File: src/rtl/input_conditioner.sv
// Synchronises and debounces switches and pushbuttons, then derives button edge pulses and sticky
// active-low irqs. Define INPUT_COND_FALL_IRQ_EN to also raise an irq on button release.
module input_conditioner #(
  parameter int unsigned N_SW            = 8,
  parameter int unsigned N_PB            = 4,
  parameter int unsigned DEBOUNCE_CYCLES = 16000,
  parameter bit          RESET_LEVEL     = 1'b0
) (
  input  logic            clk,
  input  logic            reset,
  input  logic [N_SW-1:0] sw_in,
  input  logic [N_PB-1:0] pb_in,
  input  logic [N_PB-1:0] irq_ack,
  output logic [N_SW-1:0] sw_out,
  output logic [N_PB-1:0] pb_level,
  output logic [N_PB-1:0] pb_rise,
  output logic [N_PB-1:0] pb_fall,
  output logic [N_PB-1:0] irq_n,
  output logic            reset_req
);

  localparam int unsigned CNT_W = $clog2(DEBOUNCE_CYCLES);
  localparam int unsigned N_CH  = N_SW + N_PB;
  localparam logic [CNT_W-1:0] CNT_MAX = CNT_W'(DEBOUNCE_CYCLES - 1);

  // Buttons occupy the top channels, switches the bottom ones.
  logic [N_CH-1:0]            raw;
  logic [N_CH-1:0]            s1_q, s2_q;
  logic [N_CH-1:0]            stable_q, stable_d;
  logic [N_CH-1:0][CNT_W-1:0] cnt_q, cnt_d;

  logic [N_PB-1:0] pb_stable_q, pb_stable_d;
  logic [N_PB-1:0] rise_q, fall_q;
  logic [N_PB-1:0] irq_n_q;
  logic [N_PB-1:0] pend_set, pend_d;

  assign raw = {pb_in, sw_in};

  // Counter restarts whenever s2 matches the accepted level, which rejects short glitches.
  always_comb begin
    stable_d = stable_q;
    cnt_d    = '0;
    for (int i = 0; i < N_CH; i++) begin
      if (s2_q[i] != stable_q[i]) begin
        if (cnt_q[i] >= CNT_MAX) begin
          stable_d[i] = s2_q[i];
        end else begin
          cnt_d[i] = cnt_q[i] + 1'b1;
        end
      end
    end
  end

  assign pb_stable_q = stable_q[N_CH-1:N_SW];
  assign pb_stable_d = stable_d[N_CH-1:N_SW];

`ifdef INPUT_COND_FALL_IRQ_EN
  assign pend_set = rise_q | fall_q;
`else
  assign pend_set = rise_q;
`endif

  // Set has priority over a simultaneous ack.
  assign pend_d = pend_set | (~irq_n_q & ~irq_ack);

  always_ff @(posedge clk) begin
    if (reset) begin
      s1_q     <= {N_CH{RESET_LEVEL}};
      s2_q     <= {N_CH{RESET_LEVEL}};
      stable_q <= {N_CH{RESET_LEVEL}};
      cnt_q    <= '0;
      rise_q   <= '0;
      fall_q   <= '0;
      irq_n_q  <= '1;
    end else begin
      s1_q     <= raw;
      s2_q     <= s1_q;
      stable_q <= stable_d;
      cnt_q    <= cnt_d;
      rise_q   <= pb_stable_d & ~pb_stable_q;
      fall_q   <= ~pb_stable_d & pb_stable_q;
      irq_n_q  <= ~pend_d;
    end
  end

  assign sw_out    = stable_q[N_SW-1:0];
  assign pb_level  = pb_stable_q;
  assign pb_rise   = rise_q;
  assign pb_fall   = fall_q;
  assign irq_n     = irq_n_q;
  assign reset_req = pb_stable_q[0];

endmodule

File: config.mk
export PLATFORM = sky130hd
export DESIGN_NAME = input_conditioner
export DESIGN_NICKNAME = d
export VERILOG_FILES = /design/src/rtl/input_conditioner.sv
export SDC_FILE = /design/constraint.sdc
export NUM_CORES = 1
export LEC_CHECK = 0
export ABC_AREA = 1
export CAP_MARGIN = 20
export CORE_MARGIN = 3
export CORE_UTILIZATION = 65
export CTS_BUF_LIST = sky130_fd_sc_hd__clkbuf_8
export CTS_CLUSTER_DIAMETER = 80
export DETAILED_ROUTE_END_ITERATION = 7
export PLACE_DENSITY = 0.85
export SLEW_MARGIN = 20
export SYNTH_ARGS = -nofsm -noshare
export SYNTH_HDL_FRONTEND = slang
export SYNTH_SLANG_ARGS = --single-unit
File: constraint.sdc
create_clock -name clk -period 2.4 [get_ports clk]
set_clock_uncertainty 0.15 [all_clocks]
set_input_delay 0.6 -clock clk [delete_from_list [all_inputs] [get_ports clk]]
set_output_delay 0.6 -clock clk [all_outputs]
set_load 0.005 [all_outputs]
# Word-level counts from Yosys, hierarchy flattened
# Cells that the tools add are included.
op_classes:
  addsub: 12
  magnitude_cmp: 12
  eq_ne: 12
  n_reduce_logical: 20
  n_mux: 8
  n_bitwise: 21
ops:
  columns: ["op", "n"]
  rows:
  - ["$add A14 B1 Y14 const B", 12]
  - ["$ge A14 B14 Y1 const B", 12]
  - ["$reduce_or A3 Y1", 12]
  - ["$not A4 Y4", 5]
  - ["$reduce_and A2 Y1", 8]
  - ["$and A4 B4 Y4", 3]
  - ["$ne A1 B1 Y1", 12]
  - ["$not A1 Y1", 12]
  - ["$mux W1", 8]
  - ["$or A4 B4 Y4", 1]
totals:
  wordCells: 111
  output_inout_bits: 25
  regBits: 216
  inputBits: 18

# Longest topological paths before layout
logic_depth:
  word_depth: 5
  depth_mapped: 9
  depth_no_buf: 9

# Worst setup path before layout
# Ideal clock, no wire load.
synth_timing:
  kind: "input to register"
  from: "in reset"
  to: "reg cnt_q[166] (netlist name)"
  arrival_time_ps: 1348
  setup_slack_ps: 841
  cell_stages: 7
  t_required_ps: 2188
  n_path_buf: 2
  setup_time_ps: 62
  path_cell_list: "buf_6 inv_6 o21ai_0 a21oi_1 nand2_2 buf_12 nor2_4"
synth_via:
  elab_chain_cells: 1
synth_rtl:
  columns: ["item", "line", "rtl"]
  rows:
  - ["start, declared", "10", "input logic reset,"]
  - ["$reduce_or A3 Y1 (no line)", null, null]
  - ["end signal, assigned", "79", "cnt_q <= cnt_d;"]
  - ["end, declared", "30", "logic [N_CH-1:0][CNT_W-1:0] cnt_q, cnt_d;"]
# Every way passes these cells.
# A chain may end at the register's enable or synchronous reset.

# Worst setup path in the final report
layout_timing:
  from: "reg stable_q[9]"
  to: "out pb_level[1]"
layout_rtl:
  columns: ["item", "line", "rtl"]
  rows:
  - ["start, declared", "29", "logic [N_CH-1:0] stable_q, stable_d;"]
  - ["start signal, assigned", "70", "stable_q <= {N_CH{RESET_LEVEL}};"]
  - ["start signal, assigned", "78", "stable_q <= stable_d;"]
  - ["end, declared", "15", "output logic [N_PB-1:0] pb_level,"]
# No word-level cell between the ends.

==> impl_metrics.csv <==
group,metric,value,unit
outcome,status,"finished, final reports clean",
drt,drt_iter0_drc,395,
min_path,hold_depth,2,
global_route,gr-total-overflow,0,
sta,fmax,448,MHz
clocking,numCtsBuffers,37,
finish,area_delta_synth_final,13.5,%
global_route,grt_pass1_wl,31.5,mm
drt,drc_errors,0,
sta,setup_viol,0,
finish,diodes,0,
logic_synthesis,avgSynthCellArea,7.29,sq um
logic_synthesis,synthXorXnorAreaFrac,0.0713,
worst_setup_path,cpMaxStageDelayCell,"clkdlybuf4s50_1",
power_and_ir_drop,p_leak,3.86,nW
worst_setup_path,cp-end-kind,"primary output",
global_route,antenna_found_initial,0,
floorplan,rows,44,
floorplan,dieWidth,129,microns
worst_setup_path,worstSetupStartpointType,"flip-flop",
global_route,grt.total_usage,0.221,
worst_setup_path,critPathRequiredTime,1.65,ns
sta,finalHoldViolations,0,
worst_setup_path,path_delay_family,"buffers and inverters",
logic_synthesis,yosysWarnings,0,
clocking,clockBufferDepth,3,
drt,wl_per_cell,11.0,microns
worst_setup_path,crit_arrival,1.48,ns
clocking,cts-root-buf,"clkbuf_8",
finish,stdcell_count,1622,
logic_synthesis,muxShareOfSynthArea,0,
sta,min_period_over_period,0.930,
min_path,hold_path_end,"s2_q[6]$_SDFF_PP0_",
worst_setup_path,rrSetupSlack,0.75,ns
clocking,clkTransAtPathRegs,0.06,ns
logic_synthesis,syn-instance-count,1349,
clocking,cts_tree,"done",
drt,drtAntennaViolNets,0,
sta,finalSetupTns,0,ns
sta,maxSlewViolCount,0,
clocking,cts-resized-gates,0,
floorplan,fp.dieH,129,microns
logic_synthesis,ys_seq_area_frac,0.440,
logic_synthesis,synth_top_family_by_area,"simple AND/OR/NAND/NOR gates",
clocking,htreeDepth,2,
logic_synthesis,synth_adder_area_share,0.0153,
placement,hpwl,12.2,mm
worst_setup_path,reg2reg_from,"cnt_q[84]$_SDFF_PP0_",
worst_setup_path,cp_max_fo,6,
logic_synthesis,ys_types,36,
clocking,numClockSinks,216,
drt,drt_pass1_iterations,6,
logic_synthesis,syn_area,9830,sq um
logic_synthesis,synth_compound_area_frac,0.0468,
global_route,grt_max_degree,35,
flow_run,drv_cap,0,
power_and_ir_drop,irDropWorstVdd,0.508,mV
floorplan,pin_count,43,
worst_setup_path,crit_buf_inv,1,
logic_synthesis,syn_nets,1379,
worst_setup_path,r2r_end,"cnt_q[95]$_SDFF_PP0_",
floorplan,dieArea,16600,sq um
sta,timing.slew.headroom,0.728,
worst_setup_path,path_class,"reg2out",
sta,rsz0062_at_grt,"false",
global_route,grt_pass1_vias,7617,
floorplan,core_area,14600,sq um
drt,vias,8054,
finish,drive_above_1_share,0.0876,
worst_setup_path,slowest_delay,0.55,ns
clocking,ctsHoldBuffers,0,
clocking,clk-insertion-delay-late,0.51,ns
logic_synthesis,yosys.area_share.simple,0.342,
min_path,hold_class,"reg2reg",
sta,worst_pin_slew,0.405,ns
sta,min_period,2.23,ns
power_and_ir_drop,power_density,658,nW/um^2
placement,placedCellCount,1556,
placement,routabilityCongestion,0.854,
power_and_ir_drop,finalPower,0.00734,W
clocking,post-cts-setup-buffers,0,
worst_setup_path,reg2reg_depth,8,
logic_synthesis,ys_ff_latch,216,
finish,nets,1441,
placement,io_buffers,42,
floorplan,initial_core_util,0.671,
drt,viasPerCell,4.97,
min_path,worstHoldStart,"s1_q[6]$_SDFF_PP0_",
worst_setup_path,path_cells,"clkdlybuf4s50_1",
drt,drt_wl_total,17.8,mm
worst max-delay path by stage:
stage | start | end | slack (ns) | cells after the start
global placement | reset | cnt_q[163]$_SDFF_PP0_ | 0.52 | 6
global route | stable_q[9]$_SDFF_PP0_ | pb_level[1] | 0.07 | 1
detailed placement | reset | cnt_q[86]$_SDFF_PP0_ | 0.45 | 6
CTS | stable_q[9]$_SDFF_PP0_ | pb_level[1] | 0.13 | 1
finish | stable_q[9]$_SDFF_PP0_ | pb_level[1] | 0.17 | 1
floorplan | reset | cnt_q[166]$_SDFF_PP0_ | 0.84 | 7
logic make-up (layout without fill, tap and decap cells):
| logic type | count (synthesis) | in the layout |
|---|---|---|
| and+or+nand+nor | 762 | 762 |
| DFF | 216 | 216 |
| buffers and inverters | 192 | 281 |
| AOI/OAI and AO/OA | 87 | 87 |
| xor gates and xnor gates | 80 | 80 |
| adders and majority gates | 12 | 12 |
layout by cell type (no fill, tap or decap), types with 3 or more instances in the layout:
cell	Yosys	routed
nor3_1	13	13
clkdlybuf4s50_1	0	41
inv_1	171	179
o21ai_0	19	19
dfxtp_1	216	216
nor2_2	20	20
nand3b_1	6	6
bufinv_16	0	3
nor2_4	7	7
o21ai_1	3	3
xnor2_1	30	30
o21bai_1	6	6
nand4_1	19	19
or2_2	4	4
nand2_2	8	8
nand2_1	288	288
clkinv_2	0	4
or2_0	6	6
ha_1	12	12
nand3_1	76	76
a21oi_1	56	56
nand3_2	15	15
clkbuf_8	0	50
nor3_2	5	5
nor2_1	287	287
xor2_1	50	50
final cells by class:
cell class | instances | area [sq um]
tap | 184 | 230
inverter | 172 | 651
clock inverter | 16 | 148
sequential | 216 | 4320
clock buffer | 50 | 688
multi-input combinational | 941 | 4680
timing repair buffer | 43 | 435
fill | 1121 | 3490
power by group:
part	switching, W	total [W]	internal (W)
combinational	0.0000683	0.000117	0.0000484
sequential	0.0000143	0.00363	0.00361
clock	0.00141	0.00359	0.00218
routing by layer:
layer,up-vias,global-route usage,wire [microns]
li1,4305,-,-
met1,3613,0.261,7990
met2,106,0.406,8840
met3,30,0.0415,657
met4,0,0.0686,289
met5,-,0,0
Yosys cell counts, drive strengths merged:
cell	n	area, sq um
xnor2	30	263
o21ai	22	110
or2	12	75.1
o21bai	6	45.0
inv	172	651
buf	17	166
o211ai	1	7.51
xor2	50	438
nand2	296	1130
nor3	18	115
nor2	314	1280
nor3b	3	27.5
nand4	21	144
nand3	92	548
nand3b	6	45.0
clkbuf	3	12.5
dfxtp	216	4320
ha	12	150
a21oi	58	298
metrics by stage:
stage | cell area, sq um | util | setup slack, ns | hold WS (ns)
after floorplan | 9830 | - | 0.841 | 0.238
after CTS | 11200 | 0.762 | 0.131 | 0.252
final | 11200 | 0.762 | 0.167 | 0.251
after detailed placement | 10300 | 0.705 | 0.452 | 0.245
after global routing | 11200 | 0.762 | 0.0687 | 0.270
after global placement | 10300 | 0.705 | 0.525 | 0.239
worst reg2reg max path: stages, from the launching register on:
cell and delay (ns):
dfxtp_1 0.36, ha_1 0.18, nand2_1 0.12, nor2_1 0.17, nand2_1 0.06, nand2_1 0.10, nand2_1 0.08, nand2_2 0.24
nor2_1 0.09
sequential cells by signal (all words and copies together), names as in the netlist:
register  flops
cnt_q       168
s1_q         12
s2_q         12
stable_q     12
irq_n         4
pb_fall       4
pb_rise       4
Note: power is estimated with default switching activity, not from simulation.
